$ cat src/rtl/kst_clock_counter_pkg.sv
// Shared time-of-day constants and types for the world-clock datapath.
// Also used by the world-time conversion and display stages.
package kst_clock_counter_pkg;

    localparam int HOURS_PER_DAY = 24;
    localparam int MIN_PER_HOUR  = 60;
    localparam int SEC_PER_MIN   = 60;

    localparam int HOUR_W = 5;
    localparam int MIN_W  = 6;
    localparam int SEC_W  = 6;

    typedef struct packed {
        logic [HOUR_W-1:0] hour;
        logic [MIN_W-1:0]  minute;
        logic [SEC_W-1:0]  second;
    } kst_time_t;

    function automatic logic time_is_valid(input kst_time_t t);
        return (t.hour   <= HOUR_W'(HOURS_PER_DAY - 1)) &&
               (t.minute <= MIN_W'(MIN_PER_HOUR - 1))   &&
               (t.second <= SEC_W'(SEC_PER_MIN - 1));
    endfunction

endpackage

$ cat src/rtl/kst_clock_counter_tick_prescaler.sv
// Divides the system clock down to one-second advance requests.
// The tick is combinational so the time fields can update on the terminal-count edge itself.
module tick_prescaler #(
    parameter int CLK_HZ = 50_000_000
) (
    input  logic clk,
    input  logic rst,
    input  logic en,
    input  logic clr,
    output logic tick
);

    localparam int CNT_W = $clog2(CLK_HZ);
    localparam logic [CNT_W-1:0] TERMINAL = CNT_W'(CLK_HZ - 1);

    logic [CNT_W-1:0] count;

    assign tick = en && (count == TERMINAL);

    always_ff @(posedge clk) begin
        if (rst) begin
            count <= '0;
        end else if (clr) begin
            count <= '0;
        end else if (en) begin
            count <= tick ? '0 : count + 1'b1;
        end
    end

endmodule

$ cat src/rtl/kst_clock_counter.sv
// Korea Standard Time keeper: hour/minute/second fields with load, stopped-mode
// adjustment, and per-second / per-day strobes.
module kst_clock_counter
    import kst_clock_counter_pkg::*;
#(
    parameter int CLK_HZ = 50_000_000
) (
    input  logic              clk,
    input  logic              rst,
    input  logic              run,
    input  logic              set_valid,
    input  logic [HOUR_W-1:0] set_hour,
    input  logic [MIN_W-1:0]  set_min,
    input  logic [SEC_W-1:0]  set_sec,
    input  logic              adj_hour_inc,
    input  logic              adj_min_inc,
    output logic [HOUR_W-1:0] hour_kst,
    output logic [MIN_W-1:0]  minute,
    output logic [SEC_W-1:0]  second,
    output logic              sec_tick,
    output logic              day_wrap,
    output logic              set_err
);

    kst_time_t now;
    kst_time_t load_time;
    logic      load_ok;
    logic      tick;
    logic      hour_last, min_last, sec_last;
    logic [HOUR_W-1:0] next_hour;
    logic [MIN_W-1:0]  next_min;
    logic [SEC_W-1:0]  next_sec;

    assign load_time = '{hour: set_hour, minute: set_min, second: set_sec};
    assign load_ok   = time_is_valid(load_time);

    // Any load request, accepted or not, owns the cycle, so the prescaler pauses.
    tick_prescaler #(
        .CLK_HZ (CLK_HZ)
    ) u_prescaler (
        .clk  (clk),
        .rst  (rst),
        .en   (run && !set_valid),
        .clr  (set_valid && load_ok),
        .tick (tick)
    );

    assign hour_last = (now.hour   == HOUR_W'(HOURS_PER_DAY - 1));
    assign min_last  = (now.minute == MIN_W'(MIN_PER_HOUR - 1));
    assign sec_last  = (now.second == SEC_W'(SEC_PER_MIN - 1));

    assign next_hour = hour_last ? '0 : now.hour   + 1'b1;
    assign next_min  = min_last  ? '0 : now.minute + 1'b1;
    assign next_sec  = sec_last  ? '0 : now.second + 1'b1;

    always_ff @(posedge clk) begin
        if (rst) begin
            now      <= '0;
            sec_tick <= 1'b0;
            day_wrap <= 1'b0;
            set_err  <= 1'b0;
        end else begin
            sec_tick <= 1'b0;
            day_wrap <= 1'b0;
            set_err  <= 1'b0;
            if (set_valid) begin
                if (load_ok) begin
                    now <= load_time;
                end else begin
                    set_err <= 1'b1;
                end
            end else if (!run) begin
                // Manual adjustment never carries between fields.
                if (adj_hour_inc) now.hour   <= next_hour;
                if (adj_min_inc)  now.minute <= next_min;
            end else if (tick) begin
                sec_tick   <= 1'b1;
                now.second <= next_sec;
                if (sec_last) begin
                    now.minute <= next_min;
                    if (min_last) begin
                        now.hour <= next_hour;
                        day_wrap <= hour_last;
                    end
                end
            end
        end
    end

    assign hour_kst = now.hour;
    assign minute   = now.minute;
    assign second   = now.second;

endmodule

$ cat config.mk
export PLATFORM = sky130hd
export DESIGN_NAME = kst_clock_counter
export DESIGN_NICKNAME = d
export VERILOG_FILES = /design/src/rtl/kst_clock_counter_pkg.sv /design/src/rtl/kst_clock_counter_tick_prescaler.sv /design/src/rtl/kst_clock_counter.sv
export SDC_FILE = /design/constraint.sdc
export NUM_CORES = 1
export LEC_CHECK = 0
export ABC_AREA = 1
export BUFFER_PORTS_ARGS = -buffer_cell sky130_fd_sc_hd__clkbuf_2
export CAP_MARGIN = 10
export CORE_AREA = 4 4 97 99
export DETAILED_ROUTE_END_ITERATION = 10
export DIE_AREA = 0 0 101 103
export PLACE_DENSITY_LB_ADDON = 0.05
export SLEW_MARGIN = 0
export SYNTH_ARGS = -nofsm -noshare
export SYNTH_HDL_FRONTEND = slang
export SYNTH_HIERARCHICAL = 1
export SYNTH_SLANG_ARGS = --single-unit
$ cat constraint.sdc
create_clock -name clk -period 2.16 [get_ports clk]
set_input_delay 0.216 -clock clk [delete_from_list [all_inputs] [get_ports clk]]
set_output_delay 0.216 -clock clk [all_outputs]
set_load 0.005 [all_outputs]
; Yosys cells after proc, flatten, opt, wreduce, memory -nomap -nowiden
; Cells that the tools add are included.
[word_totals]
ff_bits = 46
out_inout_bits = 20
wordCells = 59
[op_classes]
add_sub_neg = 4
order_cmp = 3
eq_ne = 8
muxes = 15
bitwise_logic = 5
reduce_logical = 17
[op_table]
columns = op, n
row1 = 17-bit two-way mux, 3
row2 = "26-bit by 1-bit adder with 26-bit output, second input constant", 1
row3 = "26-bit equality test, second input constant", 1
row4 = 26-bit two-way mux, 1
row5 = 6-bit two-way mux, 4
row6 = 11-bit two-way mux, 2
row7 = 5-bit two-way mux, 3
row8 = "6-bit by 1-bit adder with 6-bit output, second input constant", 2
row9 = "6-bit equality test, second input constant", 2
row10 = "6-bit less-or-equal comparator, second input constant", 2
row11 = "3-bit by 1-bit inequality test with 1-bit output, second input constant", 3
row12 = 3-bit nonzero test, 2
row13 = 6-bit OR reduction, 1
row14 = "5-bit by 1-bit adder with 5-bit output, second input constant", 1
row15 = "5-bit equality test, second input constant", 1
row16 = "5-bit less-or-equal comparator, second input constant", 1
row17 = 1-bit logical AND, 5
row18 = 1-bit inverter, 5
row19 = 5-bit AND reduction, 1
row20 = 4-bit AND reduction, 1
row21 = 2-bit nonzero test, 2
row22 = 2-bit OR reduction, 2
row23 = 3-bit AND reduction, 1
row24 = 3-bit OR reduction, 1
row25 = 3 further kinds, 4

; Depth between registers and ports, before layout
; Gate-level depths: netlist of the first run.
[depth]
ltp_word = 7
depth_mapped = 13
mapped_depth_nobuf = 11

; Hierarchy
; Netlist of the first run, hierarchy kept.
[by_module_without_submodules]
columns = mod, instances, cells_per_inst, area_each_um2
row1 = tick_prescaler, 1, 242, 1631.6
row2 = kst_clock_counter, 1, 225, 1316.3

; Least setup slack after synthesis of the first run
; OpenSTA, ideal clock, no wires.
[synth_timing]
path_kind = flip-flop to flip-flop
from = register u_prescaler.count[0]
to = register minute[3] (netlist name)
setup_time_ns = 0.113
arrival_time_ns = 1.664
slack_ns = 0.383
path_stages_with_launch = 12
path_cell_list = dfxtp_1 -> ha_1 -> inv_1 -> nor2_2 -> nand2_2 -> nor3_1 -> nand4_1 -> nand2_2 -> nand3_2 -> buf_6 -> nor2_1 -> nor2_1
[synth_via]
elab_chain_cells = 4
[synth_rtl]
columns = item, line
row1 = start: declaration, kst_clock_counter_tick_prescaler.sv:16  ; logic [CNT_W-1:0] count;
row2 = start signal: assignment, kst_clock_counter_tick_prescaler.sv:26  ; count <= tick ? '0 : count + 1'b1;
row3 = 26-bit equality test, kst_clock_counter_tick_prescaler.sv:18  ; assign tick = en && (count == TERMINAL);
row4 = 1-bit logical AND, kst_clock_counter_tick_prescaler.sv:18
row5 = net tick, kst_clock_counter.sv:28  ; logic tick;
row6 = 3-bit by 1-bit inequality test with 1-bit output (no line), --
row7 = 4-bit AND reduction (no line), --
; The timed path passes the listed nets, and every way through them passes these cells.
; A chain may end at the register's enable or synchronous reset.

; Worst setup path in the final report of the first run
[layout_timing]
from = register u_prescaler.count[0]
to = register minute[1] (netlist name)
[layout_via]
elab_chain_cells = 4
[layout_rtl]
columns = item, line
row1 = 26-bit equality test, kst_clock_counter_tick_prescaler.sv:18
row2 = 1-bit logical AND, kst_clock_counter_tick_prescaler.sv:18
row3 = net tick, kst_clock_counter.sv:28
row4 = 3-bit by 1-bit inequality test with 1-bit output (no line), --
row5 = 4-bit AND reduction (no line), --
; The timed path passes the listed nets, and every way through them passes these cells.

==> flow_summary_export.csv, run 1 <==
group,metric,value,unit
die,die_h,103,um
cts,cts_tree,"yes",
drt,drc,0,
cts,cts_resized,0,
synthesis,yosys_warnings,6,
synthesis,syn_nets,494,
setup_path,crit_required,2.40,ns
synthesis,synth_edf_count,0,
setup_path,critPathCaptureType,"flop",
cts,numCtsBuffers,5,
run,drv_cap,0,
cts,cts_setup_buffers,0,
cts,cts-root-buf,"clkbuf_8",
placement,io_buffers,42,
synthesis,synth_compound_area_share,4.67,%
cells_and_area,fillers,967,
synthesis,synth_top_cell_by_area,"dfxtp_1",
cells_and_area,layout.cells.non_filler,623,
synthesis,ys_top_cells_by_count,"136 x nand2_1, 78 x nor2_1, 53 x inv_1",
drt,routed_via_density,4.69,
die,io_pins,43,
setup_path,worst-path-buf-inv,1,
cells_and_area,fin_nets,542,
global_route,antenna_found_initial,0,
synthesis,synth_area_leaders,"dfxtp_1 31%, nand2_1 17%, nor2_1 9.9%",
die,start_util,34.5,%
synthesis,synthMuxAreaShare,0,%
timing,whs,0.178,ns
synthesis,yosysSeqAreaShare,31.2,%
global_route,grt_use_total,16.1,%
cells_and_area,syn2layout_area_growth,14.6,%
timing,max_slew_margin,60.6,%
cts,clock_latency,0.29,ns
synthesis,synth_top_family_by_area,"simple AND/OR/NAND/NOR gates",
global_route,grt_pass1_wl,13600,um
synthesis,synth-seq-cells,46,
setup_path,cpPeakStageDelay,0.41,ns
synthesis,synth_cells,467,
global_route,grt_remaining_overflow,0,
hold_path,hold_class,"in -> reg",
cts,hold_buffers,0,
hold_path,hold_start,"rst",
synthesis,yosys.area_share.simple,48.6,%
cts,cts_max_level,2,
setup_path,path_class,"reg -> reg",
setup_path,slowest_stage,"dfxtp_1",
power_and_ir_drop,ir_drop,0.000201,V
synthesis,ys_types,36,
cells_and_area,antenna_cells,0,
timing,hold_viol,0,
die,row_count,34,
placement,hpwl,6170,um
cts,path_clk_slew,0.08,ns
timing,slew_viol_final,0,
timing,timing.final.crit_share,88.3,%
setup_path,cp-start-kind,"flop",
status,status,"finished clean",
placement,numPlacedInstances,616,
synthesis,synth_xor_area_share,4.46,%
cells_and_area,drive_above_1_share,19.4,%
drt,drtAntennaViolNets,0,
timing,tns,0,ns
placement,gp_congestion,0.891,
global_route,grt_pass1_vias,2932,
drt,drt_iter0_drc,82,
setup_path,crit_arrival,2.14,ns
drt,drtPass1Iterations,4,
die,core-area,0.00855,mm^2
power_and_ir_drop,p_per_area,506,mW/mm^2
timing,rsz0062_at_grt,"false",
synthesis,synth_fa_ha_area_share,1.70,%
setup_path,crit_start,"u_prescaler/count[0]",
synthesis,syn_area,0.00295,mm^2
timing,fmax,0.524,GHz
cts,clock_sinks,46,
timing,setup_viol,0,
timing,min_period,1.91,ns
drt,wirelength,7790,um
global_route,grt_max_degree,22,
timing,tightest_slew,0.591,ns
drt,vias,2919,
synthesis,async_reset_ff_share,0,%
die,die_w,101,um
drt,avgRoutedWirePerCell,12.5,um
power_and_ir_drop,total_leakage_power,0.00150,uW
synthesis,syn-mean-instance-area,6.31,um^2
die,die_area,0.0104,mm^2
timing,finClkSkew,0.00359,ns
synthesis,synth_top_area_share,31.2,%
synthesis,yosysMostFrequentCell,"nand2_1",
setup_path,critPathTopFamily,"simple AND/OR/NAND/NOR gates",
setup_path,worstPathCellList,"ha_1 -> inv_1 -> nor2_2 -> nand2_2 -> nor3_4 -> nand4_1 -> nand2_2 -> nand3_4 -> nand2_1 -> nand2_1 -> nor2_1",
synthesis,synth_flop_cell,"dfxtp_1",
setup_path,crit_fanout,12,
cts,ctsLongestPathBuffers,2,
setup_path,reg2reg_from,"u_prescaler/count[0]",
-- power by group --
group          leakage (uW)  total (uW)  internal (uW)  switching [uW]
Clock             0.0000383         513            224             289
Combinational       0.00109         277            110             168
Sequential         0.000375         919            881            38.3
-- placed cells by master, fill, tap and decap left out, types with 4 or more instances in the layout --
cell type  synthesis  routed
nor2_2            21      21
nand2_1          136     136
nor2_4             4       4
ha_1               4       4
clkbuf_8           0       5
clkbuf_2           1      42
nand2_2            8       8
nand4_1           13      13
xnor2_1            4       4
a21oi_1            4       4
inv_1             53      53
xor2_1            11      11
o21ai_0           13      13
nor2_1            78      78
nor3_1             9       8
buf_4              0       6
nand3_1           34      34
dfxtp_1           46      46
-- logic make-up after synthesis --
group	Yosys count
AOI/OAI and AO/OA	24
xor gates and xnor gates	15
adders and majority gates	4
buffers and inverters	64
DFF	46
and+or+nand+nor	314
-- final timing paths --
kind         cells past startpoint              endpoint  slack, ns
min reg2reg                      2  u_prescaler/count[1]       0.52
max reg2reg                     11             minute[1]       0.25
min                              2             second[0]       0.18
max                             11             minute[1]       0.25
-- metrics by stage --
| step | util [%] | cell area (um^2) | total power, uW | setup WS [ns] |
|---|---|---|---|---|
| detailed placement | 38.3 | 3280 | 1220 | 0.0448 |
| global route | 39.5 | 3380 | 1820 | 0.0106 |
| CTS | 39.2 | 3350 | 1740 | 0.0129 |
| global placement | 38.3 | 3280 | 1210 | 0.137 |
| finish | 39.5 | 3380 | 1710 | 0.252 |
| floorplan | - | 2950 | 1120 | 0.383 |
-- metal layers --
| layer | wire (um) | vias to the layer above | global-route usage [%] |
|---|---|---|---|
| met4 | 96 | 0 | 4.29 |
| met2 | 3800 | 52 | 28.4 |
| met3 | 278 | 7 | 3.11 |
| li1 | - | 1554 | - |
| met5 | 0 | - | 0 |
| met1 | 3610 | 1306 | 20.1 |
-- area by class of cell --
type | instances | area (um^2) | share of cell area (%)
clock buffers | 7 | 76.3 | 2.26
flip-flops and latches | 46 | 921 | 27.2
well taps | 108 | 135 | 4.00
repair buffers | 48 | 255 | 7.55
inverters | 57 | 214 | 6.33
multi-input cells | 357 | 1780 | 52.6
-- state kept, by name, indices dropped and copies added (netlist names) --
| name | flops |
|---|---|
| hour_kst | 5 |
| day_wrap | 1 |
| sec_tick | 1 |
| second | 6 |
| minute | 6 |
| u_prescaler/count | 26 |
| set_err | 1 |
Power figures use the tool's default switching activity.
==> inputs of run 2 (changes only) <==
--- a/config.mk
+++ b/config.mk
@@ -5,12 +5,12 @@
 export SDC_FILE = /design/constraint.sdc
 export NUM_CORES = 1
 export LEC_CHECK = 0
-export ABC_AREA = 1
+export ABC_AREA = 0
 export BUFFER_PORTS_ARGS = -buffer_cell sky130_fd_sc_hd__clkbuf_2
 export CAP_MARGIN = 10
-export CORE_AREA = 4 4 97 99
+export CORE_AREA = 4 4 92 94
 export DETAILED_ROUTE_END_ITERATION = 10
-export DIE_AREA = 0 0 101 103
+export DIE_AREA = 0 0 96 98
 export PLACE_DENSITY_LB_ADDON = 0.05
 export SLEW_MARGIN = 0
 export SYNTH_ARGS = -nofsm -noshare
==> constraint.sdc (replaced) <==
create_clock -name clk -period 2.3 [get_ports clk]
set_input_delay 0.23 -clock clk [delete_from_list [all_inputs] [get_ports clk]]
set_output_delay 0.23 -clock clk [all_outputs]
set_load 0.005 [all_outputs]
==> run 2 against run 1 <==
Effect of this change: design area down 6.0%; fmax decreased by 12%; via count is 15% lower; final cell count decreased by 24%; largest power group unchanged; highest routed layer unchanged.
==> flow_summary_export.csv, run 2 <==
group,metric,value,unit
synthesis,yosysMostFrequentCell,"dfxtp_1",
global_route,grt_pass1_wl,11100,um
timing,fmax,0.463,GHz
global_route,grt_max_degree,30,
drt,drtPass1Iterations,4,
die,die_h,98,um
synthesis,synth_cells,309,
cells_and_area,antenna_cells,0,
global_route,grt-busiest-layer,"met1",
global_route,grt_remaining_overflow,0,
cts,clock_sinks,46,
cells_and_area,largest_register_ffs,26,
global_route,antenna_found_initial,0,
synthesis,syn_area,0.00260,mm^2
drt,drc,0,
drt,wirelength,6840,um
timing,setup_viol,0,
cells_and_area,utilization,41.5,%
synthesis,syn-mean-instance-area,8.41,um^2
setup_path,path_class,"reg -> reg",
synthesis,synth_flop_cell,"dfxtp_1",
synthesis,synth_area_leaders,"dfxtp_1 35%, nor2_1 5.3%, nand2_1 3.9%",
synthesis,yosys.area_share.simple,33.6,%
synthesis,synth_top_cell_by_area,"dfxtp_1",
synthesis,yosysSeqAreaShare,35.4,%
cts,cts-root-buf,"clkbuf_8",
synthesis,ys_types,58,
synthesis,async_reset_ff_share,0,%
synthesis,synth_top_family_by_area,"simple AND/OR/NAND/NOR gates",
cells_and_area,layout.cells.non_filler,472,
setup_path,crit_required,2.49,ns
timing,max_slew_margin,66.9,%
synthesis,synth-seq-cells,46,
run,drv_cap,0,
synthesis,synthMuxAreaShare,2.70,%
timing,timing.final.crit_share,94.0,%
synthesis,yosys_warnings,6,
drt,drt_iter0_drc,89,
placement,gp_congestion,0.822,
placement,io_buffers,42,
power_and_ir_drop,ir_drop,0.000188,V
synthesis,ys_top_cells_by_count,"46 x dfxtp_1, 37 x nor2_1, 27 x nand2_1",
placement,numPlacedInstances,461,
global_route,use_met2,21.5,%
status,status,"finished clean",
cells_and_area,regMostFlops,"u_prescaler/count",
die,row_count,32,
cts,cts_tree,"yes",
power_and_ir_drop,p_per_area,532,mW/mm^2
timing,min_period,2.16,ns
setup_path,crit_arrival,2.35,ns
drt,avgRoutedWirePerCell,14.5,um
setup_path,critPathCaptureType,"flop",
drt,routed_via_density,5.25,
cts,cts_max_level,2,
cells_and_area,fin_nets,396,
synthesis,synth_xor_area_share,4.04,%
cells_and_area,final_cell_mix,"45 x dfxtp_1, 42 x clkbuf_2, 37 x nor2_1",
global_route,met1_usage,21.8,%
global_route,grt_use_total,14.9,%
die,io_pins,43,
hold_path,hold_class,"in -> reg",
timing,finClkSkew,0.00983,ns
power_and_ir_drop,total_leakage_power,0.00117,uW
synthesis,synth_fa_ha_area_share,1.93,%
cells_and_area,reg_top3,"u_prescaler/count (26), minute (6), second (6)",
cells_and_area,drive_above_1_share,27.3,%
die,die_w,96,um
timing,tightest_slew,0.489,ns
cts,clock_latency,0.30,ns
timing,slew_viol_final,0,
cells_and_area,final_common_cell,"dfxtp_1",
global_route,grt_pass1_vias,2289,
synthesis,synth_top_area_share,35.4,%
placement,hpwl,5030,um
cts,hold_buffers,0,
cells_and_area,syn2layout_area_growth,22.2,%
drt,vias,2476,
drt,drtAntennaViolNets,0,
timing,whs,0.167,ns
setup_path,crit_fanout,8,
synthesis,syn_nets,336,
synthesis,synth_compound_area_share,18.4,%
setup_path,cp-start-kind,"flop",
die,core-area,0.00765,mm^2
cts,ctsLongestPathBuffers,2,
die,die_area,0.00941,mm^2
cts,numCtsBuffers,5,
synthesis,synth_edf_count,0,
global_route,use_met3,3.54,%
timing,hold_viol,0,
die,start_util,34.0,%
cts,path_clk_slew,0.09,ns
-- run 2: cell count changes in the layout (fill, tap and decap cells not counted), sizes merged, moves of 17 or more --
cell   before  now
nand3      37   18
a21oi       4   21
nor2      103   38
buf         6   24
nand2     146   27
inv        56    6
-- run 2: kinds of logic after synthesis --
logic type      count (synthesis)
simple gates                  153
compound gates                 68
flops                          46
buf+inv                        19
xor+xnor                       12
mux                             7
fa+ha+maj                       4
-- run 2: final cells by class --
type                       instances  area [um^2]
clock buffer                       5         68.8
clock inverter                     3         45.0
fill                             788         4470
inverter                           6         22.5
multi-input combinational        244         1600
sequential                        46          922
tap                              102          128
timing repair buffer              66          390
-- run 2: power breakdown --
group / internal [uW] / switching, uW
logic: 98.8 / 110
registers: 822 / 37.2
clock network: 324 / 298
total: 1240 / 445
-- run 2: worst max-delay path, cell delays in order (launching register included) --
cell	delay, ns
dfxtp_1	0.33
nor4b_2	0.31
nand4_1	0.19
nor3_2	0.27
nand4b_1	0.19
nor4_2	0.20
o31a_2	0.31
mux2i_1	0.21
nor2_1	0.05
-- run 2: repair_timing --
item / in CTS / in global routing
setup buffers: 0 / 3
setup endpoints to repair: 4 / 6
gates cloned: 0 / 0
pin swaps: 0 / 3
resized for setup: 1 / 4
-- run 2: layer usage --
metal / wire length [um] / vias up
met5: 0 / -
met3: 372 / 5
met1: 3480 / 1147
met2: 2930 / 54
li1: - / 1270
met4: 57 / 0
-- run 2: path summary, 6_finish.rpt --
check | slack [ns] | end | cells past startpoint | start
worst max-delay path | 0.14 | hour_kst[3] | 8 | u_prescaler/count[18]
worst min register to register | 0.51 | u_prescaler/count[23] | 2 | u_prescaler/count[23]
worst min-delay path | 0.17 | second[3] | 3 | set_sec[3]
worst max register to register | 0.14 | hour_kst[3] | 8 | u_prescaler/count[18]
-- run 2: per-stage QoR --
step	instance area, um^2	total power, uW	setup TNS [ns]	worst slack [ns]
4_1_cts	3130	1720	0	0.0583
3_3_place_gp	3010	1080	-0.00719	-0.00456
3_5_place_dp	3010	1080	-0.0146	-0.0125
2_1_floorplan	2600	1000	0	0.0518
6_report	3180	1690	0	0.138
5_1_grt	3180	1780	-0.158	-0.0673
